==> src/rtl/mu0_boot_ctrl_if.sv <==
// Host image-load channel for mu0_boot_ctrl: the host drives words, the controller accepts them.
interface mu0_boot_ctrl_if #(
    parameter int unsigned DATA_W = 16
);
    logic              load_valid;
    logic              load_ready;
    logic [DATA_W-1:0] load_data;
    logic              load_last;

    modport master (
        output load_valid, load_data, load_last,
        input  load_ready
    );

    modport slave (
        input  load_valid, load_data, load_last,
        output load_ready
    );
endinterface

==> src/rtl/mu0_boot_ctrl.sv <==
// Boot/run sequencer for MU0: loads an image into memory, runs the CPU, reports done/timeout.
// Optional load checksum enabled by defining MU0_BOOT_CHECKSUM_EN.
module mu0_boot_ctrl #(
    parameter int unsigned ADDR_W         = 12,
    parameter int unsigned DATA_W         = 16,
    parameter int unsigned MAX_WORDS      = 4096,
    parameter int unsigned TIMEOUT_CYCLES = 1000000
) (
    input  logic               clk,
    input  logic               rst,
    mu0_boot_ctrl_if.slave     load,
    input  logic               rerun,
    input  logic               reload,
    output logic               cpu_rst,
    input  logic               cpu_running,
    input  logic [ADDR_W-1:0]  cpu_address,
    input  logic               cpu_write,
    input  logic               cpu_read,
    input  logic [DATA_W-1:0]  cpu_writedata,
    output logic [ADDR_W-1:0]  mem_address,
    output logic               mem_write,
    output logic               mem_read,
    output logic [DATA_W-1:0]  mem_writedata,
    output logic               busy,
    output logic               done,
    output logic               timeout,
    output logic [31:0]        cycle_count,
    output logic [DATA_W-1:0]  load_checksum
);

    localparam logic [ADDR_W-1:0] LAST_ADDR = ADDR_W'(MAX_WORDS - 1);
    localparam logic [31:0]       TO_LAST   = 32'(TIMEOUT_CYCLES - 1);
    localparam logic [31:0]       TO_FULL   = 32'(TIMEOUT_CYCLES);

    typedef enum logic [2:0] {
        S_LOAD    = 3'd0,
        S_BOOT    = 3'd1,
        S_RUN     = 3'd2,
        S_DONE    = 3'd3,
        S_TIMEOUT = 3'd4
    } state_t;

    state_t            state, state_nxt;
    logic [ADDR_W-1:0] load_addr;
    logic              ready_q;
    logic              accept;
    logic              restart;

    assign load.load_ready = ready_q;
    assign accept  = (state == S_LOAD) && load.load_valid && ready_q;
    // A reload out of DONE/TIMEOUT restarts the image pointer and checksum.
    assign restart = ((state == S_DONE) || (state == S_TIMEOUT)) && reload;

    // Next-state decode
    always_comb begin
        state_nxt = state;
        case (state)
            S_LOAD:    if (accept && (load.load_last || (load_addr == LAST_ADDR))) state_nxt = S_BOOT;
            S_BOOT:    state_nxt = S_RUN;
            S_RUN: begin
                if (!cpu_running)               state_nxt = S_DONE;
                else if (cycle_count == TO_LAST) state_nxt = S_TIMEOUT;
            end
            S_DONE, S_TIMEOUT: begin
                if (reload)     state_nxt = S_LOAD;
                else if (rerun) state_nxt = S_BOOT;
            end
            default:   state_nxt = S_LOAD;
        endcase
    end

    // State, counters and registered status outputs, decoded from the next state
    always_ff @(posedge clk) begin
        if (rst) begin
            state       <= S_LOAD;
            load_addr   <= '0;
            cycle_count <= '0;
            ready_q     <= 1'b1;
            cpu_rst     <= 1'b1;
            busy        <= 1'b1;
            done        <= 1'b0;
            timeout     <= 1'b0;
        end else begin
            state   <= state_nxt;
            ready_q <= (state_nxt == S_LOAD);
            cpu_rst <= (state_nxt != S_RUN) && (state_nxt != S_DONE);
            busy    <= (state_nxt == S_LOAD) || (state_nxt == S_BOOT) || (state_nxt == S_RUN);
            done    <= (state_nxt == S_DONE);
            timeout <= (state_nxt == S_TIMEOUT);

            if (restart)     load_addr <= '0;
            else if (accept) load_addr <= load_addr + ADDR_W'(1);

            if (state_nxt == S_BOOT) begin
                cycle_count <= '0;
            end else if ((state == S_RUN) && cpu_running) begin
                cycle_count <= (cycle_count == TO_LAST) ? TO_FULL : cycle_count + 32'd1;
            end
        end
    end

    // Memory bus: load writes in LOAD, CPU pass-through in RUN, idle otherwise
    always_comb begin
        mem_address   = '0;
        mem_write     = 1'b0;
        mem_read      = 1'b0;
        mem_writedata = '0;
        if (accept) begin
            mem_address   = load_addr;
            mem_write     = 1'b1;
            mem_writedata = load.load_data;
        end else if (state == S_RUN) begin
            mem_address   = cpu_address;
            mem_write     = cpu_write;
            mem_read      = cpu_read;
            mem_writedata = cpu_writedata;
        end
    end

`ifdef MU0_BOOT_CHECKSUM_EN
    logic [DATA_W-1:0] checksum_q;

    // Running modulo sum of accepted image words
    always_ff @(posedge clk) begin
        if (rst || restart) checksum_q <= '0;
        else if (accept)    checksum_q <= checksum_q + load.load_data;
    end

    assign load_checksum = checksum_q;
`else
    assign load_checksum = '0;
`endif

endmodule

==> src/flat_wrapper.sv <==
// flat-port wrapper written by rule: the top's interface ports become plain ports
module mu0_boot_ctrl_flat 
#(
    parameter int unsigned ADDR_W         = 12,
    parameter int unsigned DATA_W         = 16,
    parameter int unsigned MAX_WORDS      = 4096,
    parameter int unsigned TIMEOUT_CYCLES = 1000000
)
  (clk, rst, rerun, reload, cpu_rst, cpu_running, cpu_address, cpu_write, cpu_read, cpu_writedata, mem_address, mem_write, mem_read, mem_writedata, busy, done, timeout, cycle_count, load_checksum, load_load_valid, load_load_data, load_load_last, load_load_ready);
  mu0_boot_ctrl_if #(.DATA_W(DATA_W)) load_i ();
  input  logic clk;
  input  logic rst;
  input  logic rerun;
  input  logic reload;
  output logic cpu_rst;
  input  logic cpu_running;
  input  logic [ADDR_W-1:0] cpu_address;
  input  logic cpu_write;
  input  logic cpu_read;
  input  logic [DATA_W-1:0] cpu_writedata;
  output logic [ADDR_W-1:0] mem_address;
  output logic mem_write;
  output logic mem_read;
  output logic [DATA_W-1:0] mem_writedata;
  output logic busy;
  output logic done;
  output logic timeout;
  output logic [31:0] cycle_count;
  output logic [DATA_W-1:0] load_checksum;
  input wire logic [$bits(load_i.load_valid)-1:0] load_load_valid;
  input wire logic [$bits(load_i.load_data)-1:0] load_load_data;
  input wire logic [$bits(load_i.load_last)-1:0] load_load_last;
  output wire logic [$bits(load_i.load_ready)-1:0] load_load_ready;
  assign load_i.load_valid = load_load_valid;
  assign load_i.load_data = load_load_data;
  assign load_i.load_last = load_load_last;
  assign load_load_ready = load_i.load_ready;
  mu0_boot_ctrl #(.ADDR_W(ADDR_W), .DATA_W(DATA_W), .MAX_WORDS(MAX_WORDS), .TIMEOUT_CYCLES(TIMEOUT_CYCLES)) u_core (.clk(clk), .rst(rst), .load(load_i), .rerun(rerun), .reload(reload), .cpu_rst(cpu_rst), .cpu_running(cpu_running), .cpu_address(cpu_address), .cpu_write(cpu_write), .cpu_read(cpu_read), .cpu_writedata(cpu_writedata), .mem_address(mem_address), .mem_write(mem_write), .mem_read(mem_read), .mem_writedata(mem_writedata), .busy(busy), .done(done), .timeout(timeout), .cycle_count(cycle_count), .load_checksum(load_checksum));
endmodule
==> config.mk <==
export PLATFORM = sky130hd
export DESIGN_NAME = mu0_boot_ctrl_flat
export DESIGN_NICKNAME = d
export VERILOG_FILES = /design/src/rtl/mu0_boot_ctrl_if.sv /design/src/rtl/mu0_boot_ctrl.sv /design/src/flat_wrapper.sv
export SDC_FILE = /design/constraint.sdc
export NUM_CORES = 1
export LEC_CHECK = 0
export CAP_MARGIN = 10
export CORE_ASPECT_RATIO = 1.5
export CORE_MARGIN = 2
export CORE_UTILIZATION = 39
export DETAILED_ROUTE_END_ITERATION = 8
export GPL_ROUTABILITY_DRIVEN = 0
export PLACE_DENSITY = 0.78
export REMOVE_ABC_BUFFERS = 1
export SYNTH_ARGS = -nofsm -noshare
export SYNTH_HDL_FRONTEND = slang
export SYNTH_SLANG_ARGS = --single-unit
==> constraint.sdc <==
create_clock -name clk -period 1.9 [get_ports clk]
set_clock_uncertainty 0.2 [all_clocks]
set_input_delay 0.475 -clock clk [delete_from_list [all_inputs] [get_ports clk]]
set_output_delay 0.475 -clock clk [all_outputs]
set_load 0.02 [all_outputs]
==> results.toml, run 1 <==
[status]
outcome = "finished, violations left"
violations = "setup timing"

[detailed_routing]
detail-route-antenna-nets = 0
num_vias = 3733
wl_um = 13390
wl_per_cell_um = 19.92
drtPass1Iterations = 4
first_iter_violations = 139
drc_errors = 0
viasPerCell = 5.555

[synth]
syn_area_per_cell_um2 = 9.225
ys.flop_type = "dfxtp_1"
ys_warn_count = 0
synth_edf_count = 0
yosysSeqAreaShare_pct = 32.61
ys_types = 52
synthCells = 346
ys_seq_elements = 52
async_flop_share_pct = 0
synth_area_mm2 = 0.003192

[setup_path]
cp.required_ns = 1.22
path_max_fanout = 8
path_class = "register to primary output"
slowest_stage = "dfxtp_2"
worstSetupEndpointType = "primary output"
max_stage_delay_ns = 0.33
crit_chain = "buf_6, nor3b_4, buf_6, buf_4, buf_8, a22o_1, buf_6"
cp-start-kind = "register"
cp.arrival_ns = 1.69
crit_path_frequent_cell = "buf_6"

[hold_path]
holdCritPathClass = "register to register"

[clocking]
clk_latency_ns = 0.29
clkSinkCount = 52
clockRootBuffer = "clkbuf_16"
cts_inserted_buffers = 5
htree_levels = 2
cts_hold_buf = 0
cts_buffer_depth = 2
path_clk_slew_ns = 0.06
cts_tree = "built"

[sta]
whs_ns = 0.3527
setup_viol = 75
timing.final.crit_share_pct = 124.3
timing.fmax_ghz = 0.4233
layout_setup_ws_ns = -0.4623
finalCriticalPeriod_ns = 2.362
drv_slew = 0
rsz0062_at_grt = "true"
hold_viol = 0

[floorplan]
die_y_um = 114.8
rows = 40
start_util_pct = 40.11
core-area_mm2 = 0.007958
dieArea_mm2 = 0.008939
die-width_um = 77.87
io_pins = 136

[final_layout]
area_delta_synth_final_pct = 91.92
fill_cells = 529
design_area_mm2 = 0.006126
multiInputGateArea_mm2 = 0.002281
layout.nets = 623
fin_cells = 672
mostFrequentLayoutCells = "buf_4, buf_6, clkdlybuf4s50_1"
final_common_cell = "buf_4"
drive_gt1_share_pct = 43.92
register_area_mm2 = 0.001050
num_antenna_cells = 0

[placement]
hpwl_um = 7322
placed_cells = 624
portBuffers = 119
placed_area_mm2 = 0.004936

[job]
drv_cap = 0

[grt]
gr-usage-all-layers_pct = 27.99
grt_pass1_wl_um = 19580
grt_overflow = 0
grt_antenna_before_repair = 0
grt_pass1_vias = 3765
grt_max_degree = 17

[pwr]
total_power_mw = 4.417
leakage_nw = 2.593
power.density_mw_per_mm2 = 721.0
vdd_ir_drop_max_v = 0.0004369
worst paths after layout:
kind,start,to,slack [ns],cells after the start
hold reg to reg,u_core.load_addr[1],u_core.load_addr[1],0.35,2
setup / recovery,u_core.state[0],mem_writedata[12],-0.46,7
hold / removal,u_core.load_addr[1],u_core.load_addr[1],0.35,2
setup reg to reg,u_core.cycle_count[10],u_core.cycle_count[22],-0.42,7
critical path: cells and delay by family (launching register included):
kind	cells	cell delay, ns
compound gates	1	0.20
buf+inv	5	0.62
flops	1	0.33
simple gates	1	0.24
power breakdown:
| part | internal, mW | switching, mW |
|---|---|---|
| registers | 1.13 | 0.0396 |
| clock network | 0.608 | 0.396 |
| logic | 1.19 | 1.05 |
what timing repair did:
| item | CTS | global route |
|---|---|---|
| endpoints found under the setup margin | 116 | 79 |
| gates resized for setup | 289 | 52 |
| pin swaps | 41 | 47 |
| cloned | 12 | 2 |
| setup buffers | 18 | 19 |
logic make-up (layout without fill, tap and decap cells):
kind of cell / after synthesis / count (layout) / synth area share [%]
other cells: 1 / 16 / 0.1175
flops: 52 / 52 / 32.61
fa+ha+maj: 2 / 2 / 0.7839
xor+xnor: 39 / 39 / 10.70
buf+inv: 45 / 251 / 10.04
simple gates: 129 / 129 / 24.89
compound gates: 78 / 78 / 20.85
cell usage after synthesis (4+ instances only):
| library cell | n | area, µm² |
|---|---|---|
| and4_1 | 5 | 43.79 |
| dfxtp_1 | 52 | 1041 |
| a22oi_1 | 4 | 30.03 |
| nand2_1 | 24 | 90.09 |
| xnor2_1 | 30 | 262.8 |
| nor3_1 | 15 | 75.07 |
| clkbuf_1 | 7 | 26.28 |
| inv_1 | 6 | 22.52 |
| buf_4 | 20 | 150.1 |
| a22o_1 | 28 | 245.2 |
| nand3_1 | 19 | 95.09 |
| nor4_1 | 9 | 56.30 |
| buf_2 | 6 | 30.03 |
| nand4_1 | 8 | 50.05 |
| a21oi_2 | 27 | 236.5 |
| xor2_1 | 9 | 78.83 |
| a21oi_1 | 5 | 25.02 |
| nor2_1 | 21 | 78.83 |
per-stage QoR:
stage | util (%) | setup WS [ns] | setup TNS (ns)
after floorplan | - | -0.9283 | -51.94
after global placement | 62.03 | -0.9790 | -57.76
after detailed placement | 62.03 | -1.013 | -60.29
after CTS | 72.44 | -0.3621 | -22.16
after global routing | 76.98 | -0.5073 | -31.38
final | 76.98 | -0.4623 | -26.70
layer usage:
layer  wire (µm)  vias to the layer above  track usage [%]  share of wire [%]
met1        4346                     1798            26.52                 32
li1            -                     1665                -                  -
met4         728                        0            15.36                5.4
met5           0                        -                0                  0
met3        1017                       47            5.808                7.6
met2        7292                      223            54.94                 54
area by class of cell:
type                            instances  area share (%)
Tap cell                              105           2.145
Clock inverter                          1          0.4902
Inverter                                7          0.6332
Sequential cell                        52           17.14
Timing Repair Buffer                  233           39.07
Clock buffer                            5           2.042
Multi-Input combinational cell        264           37.23
Timing Repair inverter                  5           1.246
sequential cells by signal (all words and copies together) (netlist names):
| name | cells |
|---|---|
| u_core.state | 3 |
| u_core.cpu_rst | 1 |
| u_core.cycle_count | 32 |
| u_core.load_addr | 12 |
| u_core.done | 1 |
| u_core.load.load_ready | 1 |
| u_core.timeout | 1 |
| u_core.busy | 1 |
No activity file was read; power rests on OpenSTA's default activity.
==> inputs of run 2 (changes only) <==
--- a/config.mk
+++ b/config.mk
@@ -9,6 +9,7 @@
 export CORE_ASPECT_RATIO = 1.5
 export CORE_MARGIN = 2
 export CORE_UTILIZATION = 39
+export CTS_CLUSTER_SIZE = 16
 export DETAILED_ROUTE_END_ITERATION = 8
 export GPL_ROUTABILITY_DRIVEN = 0
 export PLACE_DENSITY = 0.78
==> results of run 2 <==
No change in the layout: final DEF, timing and power equal those of run 1.
==> inputs of run 3 (changes only) <==
--- a/config.mk
+++ b/config.mk
@@ -5,7 +5,6 @@
 export SDC_FILE = /design/constraint.sdc
 export NUM_CORES = 1
 export LEC_CHECK = 0
-export CAP_MARGIN = 10
 export CORE_ASPECT_RATIO = 1.5
 export CORE_MARGIN = 2
 export CORE_UTILIZATION = 39
==> results of run 3 <==
No change in the layout: final DEF, timing and power equal those of run 1.
